File: src/rtl/mem2_pkg.sv
// mem2_pkg: shared types for the MEM2 pipeline stage.
// Load types, write-back selects, stage states and the held control bundle.
package mem2_pkg;

  typedef enum logic [2:0] {
    LW  = 3'd0,
    LB  = 3'd1,
    LBU = 3'd2,
    LH  = 3'd3,
    LHU = 3'd4
  } load_type_e;

  typedef enum logic [1:0] {
    WB_PC8  = 2'd0,
    WB_ALU  = 2'd1,
    WB_OUTB = 2'd2,
    WB_LOAD = 2'd3
  } wbsel_e;

  typedef enum logic [1:0] {
    S_EMPTY     = 2'd0,
    S_WAIT_LOAD = 2'd1,
    S_FULL      = 2'd2
  } mem2_state_e;

  // Bundle fields are sized for the widest supported build.
  localparam int unsigned PC_W_MAX   = 64;
  localparam int unsigned REG_AW_MAX = 8;
  localparam int unsigned OFF_W_MAX  = 3;

  typedef struct packed {
    logic [PC_W_MAX-1:0]   pc;
    logic [REG_AW_MAX-1:0] dst;
    logic                  regs_wr;
    wbsel_e                wbsel;
    load_type_e            load_type;
    logic [OFF_W_MAX-1:0]  addr;
  } mem2_ctl_t;

  function automatic logic is_misaligned(
    input load_type_e lt,
    input logic [1:0] a
  );
    return (((lt == LH) || (lt == LHU)) && a[0])
        || ((lt == LW) && (a != 2'b00));
  endfunction

endpackage

File: src/rtl/mem2_stage_hs_if.sv
// mem2_stage_hs_if: MEM->MEM2->WB handshake, data-bus and forwarding bundle.
// slave = stage side, master = environment side. Adds out_addr_err with MEM2_ALIGN_CHECK_EN.
interface mem2_stage_hs_if #(
  parameter int unsigned DATA_W = 32,
  parameter int unsigned PC_W   = 32,
  parameter int unsigned REG_AW = 5
);
  import mem2_pkg::*;

  logic              flush;
  logic              in_valid;
  logic              in_ready;
  logic [PC_W-1:0]   in_pc;
  logic [DATA_W-1:0] in_alu_out;
  logic [DATA_W-1:0] in_outb;
  wbsel_e            in_wbsel;
  logic [REG_AW-1:0] in_dst;
  logic              in_regs_wr;
  load_type_e        in_load_type;
  logic [DATA_W-1:0] dbus_rdata;
  logic              dbus_data_ok;
  logic              out_valid;
  logic              wb_ready;
  logic [PC_W-1:0]   out_pc;
  logic [DATA_W-1:0] out_result;
  logic [REG_AW-1:0] out_dst;
  logic              out_regs_wr;
  logic              fwd_valid;
  logic              fwd_data_ok;
  logic [DATA_W-1:0] fwd_result;
  logic [REG_AW-1:0] fwd_dst;
  logic              fwd_regs_wr;
  logic              stall_req;
`ifdef MEM2_ALIGN_CHECK_EN
  logic              out_addr_err;
`endif

  modport slave (
`ifdef MEM2_ALIGN_CHECK_EN
    output out_addr_err,
`endif
    input  flush, in_valid, in_pc, in_alu_out,
    input  in_outb, in_wbsel, in_dst,
    input  in_regs_wr, in_load_type,
    input  dbus_rdata, dbus_data_ok, wb_ready,
    output in_ready, out_valid, out_pc,
    output out_result, out_dst, out_regs_wr,
    output fwd_valid, fwd_data_ok, fwd_result,
    output fwd_dst, fwd_regs_wr, stall_req
  );

  modport master (
`ifdef MEM2_ALIGN_CHECK_EN
    input  out_addr_err,
`endif
    output flush, in_valid, in_pc, in_alu_out,
    output in_outb, in_wbsel, in_dst,
    output in_regs_wr, in_load_type,
    output dbus_rdata, dbus_data_ok, wb_ready,
    input  in_ready, out_valid, out_pc,
    input  out_result, out_dst, out_regs_wr,
    input  fwd_valid, fwd_data_ok, fwd_result,
    input  fwd_dst, fwd_regs_wr, stall_req
  );

endinterface

File: src/rtl/mem2_stage_hs_load_align_ext.sv
// load_align_ext: picks the addressed byte/half/word from bus data and extends it.
// rdata_i, offset_i (byte lane), load_type_i -> data_o. Purely combinational.
module load_align_ext
  import mem2_pkg::*;
#(
  parameter int unsigned DATA_W = 32,
  parameter int unsigned OFF_W  = $clog2(DATA_W / 8)
) (
  input  logic [DATA_W-1:0] rdata_i,
  input  logic [OFF_W-1:0]  offset_i,
  input  load_type_e        load_type_i,
  output logic [DATA_W-1:0] data_o
);

  logic [OFF_W-1:0] off_h;
  logic [OFF_W-1:0] off_w;
  logic [7:0]       b;
  logic [15:0]      h;
  logic [31:0]      w;

  // Halfword and word lanes ignore the low offset bits.
  assign off_h = offset_i & ~OFF_W'(1);
  assign off_w = offset_i & ~OFF_W'(3);

  assign b = rdata_i[{offset_i, 3'b000} +: 8];
  assign h = rdata_i[{off_h, 3'b000} +: 16];
  assign w = rdata_i[{off_w, 3'b000} +: 32];

  always_comb begin
    data_o = DATA_W'($signed(w));
    unique case (load_type_i)
      LB:      data_o = DATA_W'($signed(b));
      LBU:     data_o = DATA_W'(b);
      LH:      data_o = DATA_W'($signed(h));
      LHU:     data_o = DATA_W'(h);
      default: data_o = DATA_W'($signed(w));
    endcase
  end

endmodule

File: src/rtl/mem2_stage_hs.sv
// mem2_stage_hs: MEM2 stage; one-entry valid/ready buffer with late load data.
// Ports: clk, resetn (async, active low), bus (mem2_stage_hs_if.slave); MEM2_ALIGN_CHECK_EN adds out_addr_err.
module mem2_stage_hs
  import mem2_pkg::*;
#(
  parameter int unsigned DATA_W    = 32,
  parameter int unsigned PC_W      = 32,
  parameter int unsigned REG_AW    = 5,
  parameter int unsigned PC_OFFSET = 8
) (
  input logic           clk,
  input logic           resetn,
  mem2_stage_hs_if.slave bus
);

  localparam int unsigned OFF_W = $clog2(DATA_W / 8);

  mem2_state_e       state_q, state_d;
  logic              discard_q, discard_d;
  mem2_ctl_t         ctl_q, ctl_d;
  logic [DATA_W-1:0] result_q, result_d;

  logic [DATA_W-1:0] ld_data;
  logic [DATA_W-1:0] cap_result;
  logic [PC_W-1:0]   pc_link;
  logic              mis;
  logic              live;
  logic              data_arr;
  logic              out_valid;
  logic              retire;
  logic              in_ready;
  logic              accept;
  logic              unused_ctl;

  load_align_ext #(
    .DATA_W(DATA_W)
  ) u_ext (
    .rdata_i    (bus.dbus_rdata),
    .offset_i   (ctl_q.addr[OFF_W-1:0]),
    .load_type_i(ctl_q.load_type),
    .data_o     (ld_data)
  );

`ifdef MEM2_ALIGN_CHECK_EN
  logic addr_err_q;

  assign mis = (bus.in_wbsel == WB_LOAD)
             & is_misaligned(bus.in_load_type,
                             bus.in_alu_out[1:0]);

  always_ff @(posedge clk or negedge resetn) begin
    if (!resetn) begin
      addr_err_q <= 1'b0;
    end else if (accept) begin
      addr_err_q <= mis;
    end
  end

  assign bus.out_addr_err = addr_err_q;
`else
  assign mis = 1'b0;
`endif

  assign pc_link = bus.in_pc + PC_W'(PC_OFFSET);

  // Loads park the address here; a misaligned load keeps it as its result.
  always_comb begin
    cap_result = bus.in_alu_out;
    unique case (bus.in_wbsel)
      WB_PC8:  cap_result = DATA_W'(pc_link);
      WB_ALU:  cap_result = bus.in_alu_out;
      WB_OUTB: cap_result = bus.in_outb;
      default: cap_result = bus.in_alu_out;
    endcase
  end

  // A response owed to a flushed load is swallowed via discard_q.
  assign live      = (state_q != S_EMPTY);
  assign data_arr  = (state_q == S_WAIT_LOAD)
                   & bus.dbus_data_ok & ~discard_q;
  assign out_valid = (state_q == S_FULL) | data_arr;
  assign retire    = out_valid & bus.wb_ready;
  assign in_ready  = (state_q == S_EMPTY) | retire;
  assign accept    = bus.in_valid & in_ready & ~bus.flush;

  always_comb begin
    state_d   = state_q;
    discard_d = discard_q;
    ctl_d     = ctl_q;
    result_d  = result_q;

    if (discard_q && bus.dbus_data_ok) begin
      discard_d = 1'b0;
    end

    if (bus.flush) begin
      state_d = S_EMPTY;
      // This load's response is still owed unless it arrives now.
      if ((state_q == S_WAIT_LOAD) && !data_arr) begin
        discard_d = 1'b1;
      end
    end else if (accept) begin
      state_d = ((bus.in_wbsel == WB_LOAD) && !mis)
              ? S_WAIT_LOAD : S_FULL;
      ctl_d.pc        = PC_W_MAX'(bus.in_pc);
      ctl_d.dst       = REG_AW_MAX'(bus.in_dst);
      ctl_d.regs_wr   = bus.in_regs_wr & ~mis;
      ctl_d.wbsel     = bus.in_wbsel;
      ctl_d.load_type = bus.in_load_type;
      ctl_d.addr      = OFF_W_MAX'(bus.in_alu_out[OFF_W-1:0]);
      result_d        = cap_result;
    end else if (retire) begin
      state_d = S_EMPTY;
    end else if (data_arr) begin
      state_d  = S_FULL;
      result_d = ld_data;
    end
  end

  always_ff @(posedge clk or negedge resetn) begin
    if (!resetn) begin
      state_q   <= S_EMPTY;
      discard_q <= 1'b0;
      ctl_q     <= '0;
      result_q  <= '0;
    end else begin
      state_q   <= state_d;
      discard_q <= discard_d;
      ctl_q     <= ctl_d;
      result_q  <= result_d;
    end
  end

  assign bus.in_ready    = in_ready;
  assign bus.out_valid   = out_valid;
  assign bus.out_result  = data_arr ? ld_data : result_q;
  assign bus.out_pc      = PC_W'(ctl_q.pc);
  assign bus.out_dst     = REG_AW'(ctl_q.dst);
  assign bus.out_regs_wr = ctl_q.regs_wr;
  assign bus.stall_req   = (state_q == S_WAIT_LOAD) & ~data_arr;

  assign bus.fwd_valid   = live;
  assign bus.fwd_data_ok = out_valid;
  assign bus.fwd_result  = bus.out_result;
  assign bus.fwd_dst     = live ? REG_AW'(ctl_q.dst) : '0;
  assign bus.fwd_regs_wr = live & ctl_q.regs_wr;

  // Bundle bits beyond this build's widths are never read.
  assign unused_ctl = ^ctl_q;

endmodule

File: src/flat_wrapper.sv
// flat-port wrapper written by rule: the top's interface ports become plain ports
module mem2_stage_hs_flat import mem2_pkg::*;
#(
  parameter int unsigned DATA_W    = 32,
  parameter int unsigned PC_W      = 32,
  parameter int unsigned REG_AW    = 5,
  parameter int unsigned PC_OFFSET = 8
)
  (clk, resetn, bus_flush, bus_in_valid, bus_in_pc, bus_in_alu_out, bus_in_outb, bus_in_wbsel, bus_in_dst, bus_in_regs_wr, bus_in_load_type, bus_dbus_rdata, bus_dbus_data_ok, bus_wb_ready, bus_in_ready, bus_out_valid, bus_out_pc, bus_out_result, bus_out_dst, bus_out_regs_wr, bus_fwd_valid, bus_fwd_data_ok, bus_fwd_result, bus_fwd_dst, bus_fwd_regs_wr, bus_stall_req);
  mem2_stage_hs_if #(.DATA_W(DATA_W), .PC_W(PC_W), .REG_AW(REG_AW)) bus_i ();
  input logic clk;
  input logic resetn;
  input wire logic [$bits(bus_i.flush)-1:0] bus_flush;
  input wire logic [$bits(bus_i.in_valid)-1:0] bus_in_valid;
  input wire logic [$bits(bus_i.in_pc)-1:0] bus_in_pc;
  input wire logic [$bits(bus_i.in_alu_out)-1:0] bus_in_alu_out;
  input wire logic [$bits(bus_i.in_outb)-1:0] bus_in_outb;
  input wire logic [$bits(bus_i.in_wbsel)-1:0] bus_in_wbsel;
  input wire logic [$bits(bus_i.in_dst)-1:0] bus_in_dst;
  input wire logic [$bits(bus_i.in_regs_wr)-1:0] bus_in_regs_wr;
  input wire logic [$bits(bus_i.in_load_type)-1:0] bus_in_load_type;
  input wire logic [$bits(bus_i.dbus_rdata)-1:0] bus_dbus_rdata;
  input wire logic [$bits(bus_i.dbus_data_ok)-1:0] bus_dbus_data_ok;
  input wire logic [$bits(bus_i.wb_ready)-1:0] bus_wb_ready;
  output wire logic [$bits(bus_i.in_ready)-1:0] bus_in_ready;
  output wire logic [$bits(bus_i.out_valid)-1:0] bus_out_valid;
  output wire logic [$bits(bus_i.out_pc)-1:0] bus_out_pc;
  output wire logic [$bits(bus_i.out_result)-1:0] bus_out_result;
  output wire logic [$bits(bus_i.out_dst)-1:0] bus_out_dst;
  output wire logic [$bits(bus_i.out_regs_wr)-1:0] bus_out_regs_wr;
  output wire logic [$bits(bus_i.fwd_valid)-1:0] bus_fwd_valid;
  output wire logic [$bits(bus_i.fwd_data_ok)-1:0] bus_fwd_data_ok;
  output wire logic [$bits(bus_i.fwd_result)-1:0] bus_fwd_result;
  output wire logic [$bits(bus_i.fwd_dst)-1:0] bus_fwd_dst;
  output wire logic [$bits(bus_i.fwd_regs_wr)-1:0] bus_fwd_regs_wr;
  output wire logic [$bits(bus_i.stall_req)-1:0] bus_stall_req;
  assign bus_i.flush = bus_flush;
  assign bus_i.in_valid = bus_in_valid;
  assign bus_i.in_pc = bus_in_pc;
  assign bus_i.in_alu_out = bus_in_alu_out;
  assign bus_i.in_outb = bus_in_outb;
  assign bus_i.in_wbsel = bus_in_wbsel;
  assign bus_i.in_dst = bus_in_dst;
  assign bus_i.in_regs_wr = bus_in_regs_wr;
  assign bus_i.in_load_type = bus_in_load_type;
  assign bus_i.dbus_rdata = bus_dbus_rdata;
  assign bus_i.dbus_data_ok = bus_dbus_data_ok;
  assign bus_i.wb_ready = bus_wb_ready;
  assign bus_in_ready = bus_i.in_ready;
  assign bus_out_valid = bus_i.out_valid;
  assign bus_out_pc = bus_i.out_pc;
  assign bus_out_result = bus_i.out_result;
  assign bus_out_dst = bus_i.out_dst;
  assign bus_out_regs_wr = bus_i.out_regs_wr;
  assign bus_fwd_valid = bus_i.fwd_valid;
  assign bus_fwd_data_ok = bus_i.fwd_data_ok;
  assign bus_fwd_result = bus_i.fwd_result;
  assign bus_fwd_dst = bus_i.fwd_dst;
  assign bus_fwd_regs_wr = bus_i.fwd_regs_wr;
  assign bus_stall_req = bus_i.stall_req;
  mem2_stage_hs #(.DATA_W(DATA_W), .PC_W(PC_W), .REG_AW(REG_AW), .PC_OFFSET(PC_OFFSET)) u_core (.clk(clk), .resetn(resetn), .bus(bus_i));
endmodule
File: config.mk
export PLATFORM = sky130hd
export DESIGN_NAME = mem2_stage_hs_flat
export DESIGN_NICKNAME = d
export VERILOG_FILES = /design/src/rtl/mem2_pkg.sv /design/src/rtl/mem2_stage_hs_if.sv /design/src/rtl/mem2_stage_hs_load_align_ext.sv /design/src/rtl/mem2_stage_hs.sv /design/src/flat_wrapper.sv
export SDC_FILE = /design/constraint.sdc
export NUM_CORES = 1
export LEC_CHECK = 0
export CAP_MARGIN = 15
export CORE_ASPECT_RATIO = 0.75
export CORE_UTILIZATION = 65
export DETAILED_ROUTE_END_ITERATION = 16
export DONT_BUFFER_PORTS = 1
export PLACE_DENSITY = 0.81
export SKIP_CTS_REPAIR_TIMING = 1
export SYNTH_ARGS = -nofsm -noshare
export SYNTH_HDL_FRONTEND = slang
export SYNTH_SLANG_ARGS = --single-unit
export TNS_END_PERCENT = 20
File: constraint.sdc
create_clock -name clk -period 7.77 [get_ports clk]
set_input_delay 1.554 -clock clk [delete_from_list [all_inputs] [get_ports clk]]
set_output_delay 1.554 -clock clk [all_outputs]
set_load 0.02 [all_outputs]
==> summary.txt <==
Outcome
  • Run status: finished, final reports clean

Layout
  • N_diodes: 0
  • Fin nets: 842
  • Area Overhead vs Synth: -3.35%
  • Layout cells sized above 1: 0.0913

Power
  • Leak pwr: 2.51 nW
  • Comb power frac: 0.342
  • NetSw: 707 uW
  • Maximum VDD drop: roughly 0.14 mV
  • Flop pwr share: 0.378
  • Switching Fraction: 0.424
  • Int Power: 961 uW
  • Pwr Density: 272 nW/um^2
  • Clk pwr share: 0.280

Global route
  • Largest net degree at the start of global routing: 79
  • Met3 Track Usage GR: 0.114
  • Initial antenna violation count: 1
  • Most used routing layer: met2
  • Total track usage: 0.403
  • Grt ovf: 0
  • M1 GR Usage: 0.529
  • Vias in the first global route: 5603
  • Met2 Usage GRT: 0.621
  • Global-route wire length before repair: 30600 um

Clock network
  • Clock Latency Late Sink: 0.34 ns
  • Clock buffer depth: 2
  • CTS root buffer: clkbuf_16
  • Sink Count: between 70 and 80
  • TritonCTS Buffers: 9
  • Clock-pin slew on the worst setup and hold paths: 0.07 ns
  • CTS tree: built
  • CTS H-Tree Depth: 3

Synthesis
  • FFs w/ async S/R, synth: 1.00
  • Ys Warns: 0
  • EDFF count, synth: 0
  • Cell count after synthesis: 810
  • Synth top area share: 0.307
  • Synth area leader: dfrtp_1
  • Ys flop type: dfrtp_1
  • Mapped Avg Cell Area: 7.84 um^2
  • FF+latch count, synth: 78
  • Dominant cells by area after synthesis: dfrtp_1 (31%), nand2_1 (11%), buf_4 (8.3%)
  • Post-Synthesis Cell Area: 6350 um^2
  • Post-synthesis cell type count: 68
  • Seq/Total Area, Yosys: 0.307
  • Syn nets: around 960
  • Post-synth top cells: nand2_1 (179), dfrtp_1 (78), buf_4 (70)
  • Most numerous cell in the Yosys netlist: nand2_1

Hold path
  • Hold path cells: 1
  • Hold EP: u_core.result_q[3]
  • Hold Path Class: flop to flop
  • HP Start: u_core.result_q[3]

Worst setup path
  • Worst Path Arrival: 3.42 ns
  • R2r startpoint: u_core.ctl_q[1]
  • Required @ worst endpoint: 6.22 ns
  • CP max stage cell: dfrtp_1
  • CP Launch Type: flop
  • Max incr delay on CP: 0.92 ns
  • CP delay by family, top: compound AO/OA/AOI/OAI gates
  • Worst R2R End: u_core.result_q[20]
  • Crit. path cell count: 5
  • Critical path type: flop to output pin
  • CP Buf/Inv Count: 1
  • R2R depth: 5
  • Crit path cell chain: inv_1 > a22o_1 > or2_2 > a221oi_1 > a21oi_1
  • CP max FO: 24
  • Reg2reg setup slack: approximately 4.3 ns
  • CP Capture Type: output pin

Route
  • TritonRoute pass-1 iters: 8
  • Vias per inst: around 7.3
  • DRT iter0 DRCs: 701
  • DRC: 0
  • Antenna-violating nets left: 0
  • DR vias: roughly 6100
  • Routed WL: slightly above 20000 um
  • WL per Instance: about 25 um

Job
  • Max-Cap Viols: 0

STA
  • Min setup slack post-route: between 2 and 3 ns
  • Slew HR: 0.208
  • Number of slew-limit violations in the final report: 0
  • Finish-stage setup viols: 0
  • TNS Setup: 0 ns
  • Fin crit period: between 4 and 5 ns
  • Final Hold Vio Count: 0
  • Fin crit share: 0.640
  • RSZ-0062 raised after global routing: no
  • Highest achievable clock rate: about 200 MHz
  • Layout Skew: between 0.006 and 0.007 ns
  • Slew @ Worst Pin: 1.18 ns

Placed design
  • PortBufs: 0
  • Detail Placement HPWL: 14900 um
  • GP Congestion: 0.964
  • Setup WS pre-CTS: 2.83 ns

Floorplan
  • Chip height: 87.6 um
  • Total die area: 10200 um^2
  • Initial Utilization: 0.685
  • Die Wd: roughly 120 um
  • IO Pins: 258
  • Rows: 30
  • Core Area: 9270 um^2
==> kinds of logic after synthesis <==
| logic type | share of synthesized area |
|---|---|
| buf+inv | 0.130 |
| xor+xnor | 0.0207 |
| fa+ha+maj | 0.00197 |
| simple gates | 0.248 |
| compound gates | 0.250 |
| mux | 0.0428 |
| flops | 0.307 |
==> power groups by stage <==
stage / combinational [mW] / clock [mW] / sequential, mW
3_5_place_dp: 0.558 / 0 / 0.634
4_1_cts: 0.560 / 0.469 / 0.627
3_3_place_gp: 0.548 / 0 / 0.630
6_report: 0.570 / 0.468 / 0.630
5_1_grt: 0.616 / 0.484 / 0.641
2_1_floorplan: 0.668 / 0 / 0.540
==> metrics by stage <==
stage          utilization  std cells  hold slack [ns]  cell area, um^2  power, mW
5_1_grt              0.662        829            0.534             6140       1.74
2_1_floorplan            -        810            0.447             6350       1.21
3_5_place_dp         0.627        813            0.502             5820       1.19
6_report             0.662        829            0.523             6140       1.67
4_1_cts              0.662        829            0.522             6140       1.66
3_3_place_gp         0.627        813            0.507             5820       1.18
==> sequential cells by signal, summed over array words and instances, names as in the netlist <==
name	flops
u_core.bus.out_pc	32
u_core.result_q	32
u_core.bus.out_dst	5
u_core.ctl_q	5
u_core.state_q	2
u_core.bus.out_regs_wr	1
u_core.discard_q	1
==> final cells by class <==
class | count | area [um^2]
multi-input combinational | 586 | 3600
fill | 833 | 3130
clock buffer | 9 | 225
sequential | 78 | 1950
tap | 128 | 160
inverter | 14 | 52.6
clock inverter | 7 | 97.6
timing repair buffer | 7 | 52.6
==> layout by cell type, fill, tap and decap left out, drive strengths merged, types with 6 or more instances in the layout <==
master and instances:
a21o 8, nand3 15, nor2b 12, a211oi 6, a22oi 12, xnor2 11
mux2 7, a21oi 24, o21ai 25, nor3 7, nor2 64, nand2 179
nor4 14, and2 12, nand4 8, dfrtp 78, o22a 19, and3 6
inv 15, a221oi 29, o211ai 9, o221a 10, a31oi 13, clkbuf 9
buf 7, or2 6, o31a 6, mux2i 17
==> worst max-delay path by stage <==
stage / from / endpoint
2_1_floorplan: bus_dbus_data_ok / bus_out_result[11]
3_3_place_gp: bus_dbus_data_ok / bus_out_result[5]
3_5_place_dp: bus_dbus_data_ok / bus_out_result[5]
4_1_cts: bus_dbus_data_ok / bus_out_result[5]
5_1_grt: bus_dbus_data_ok / bus_out_result[5]
6_report: u_core.ctl_q[1] / bus_out_result[9]
==> layer usage <==
metal | part of all wire | routed length (um)
met5 | 0 | 0
met4 | 0.035 | 724
met3 | 0.12 | 2550
met2 | 0.45 | 9210
met1 | 0.39 | 8020
Power figures use the tool's default switching activity.
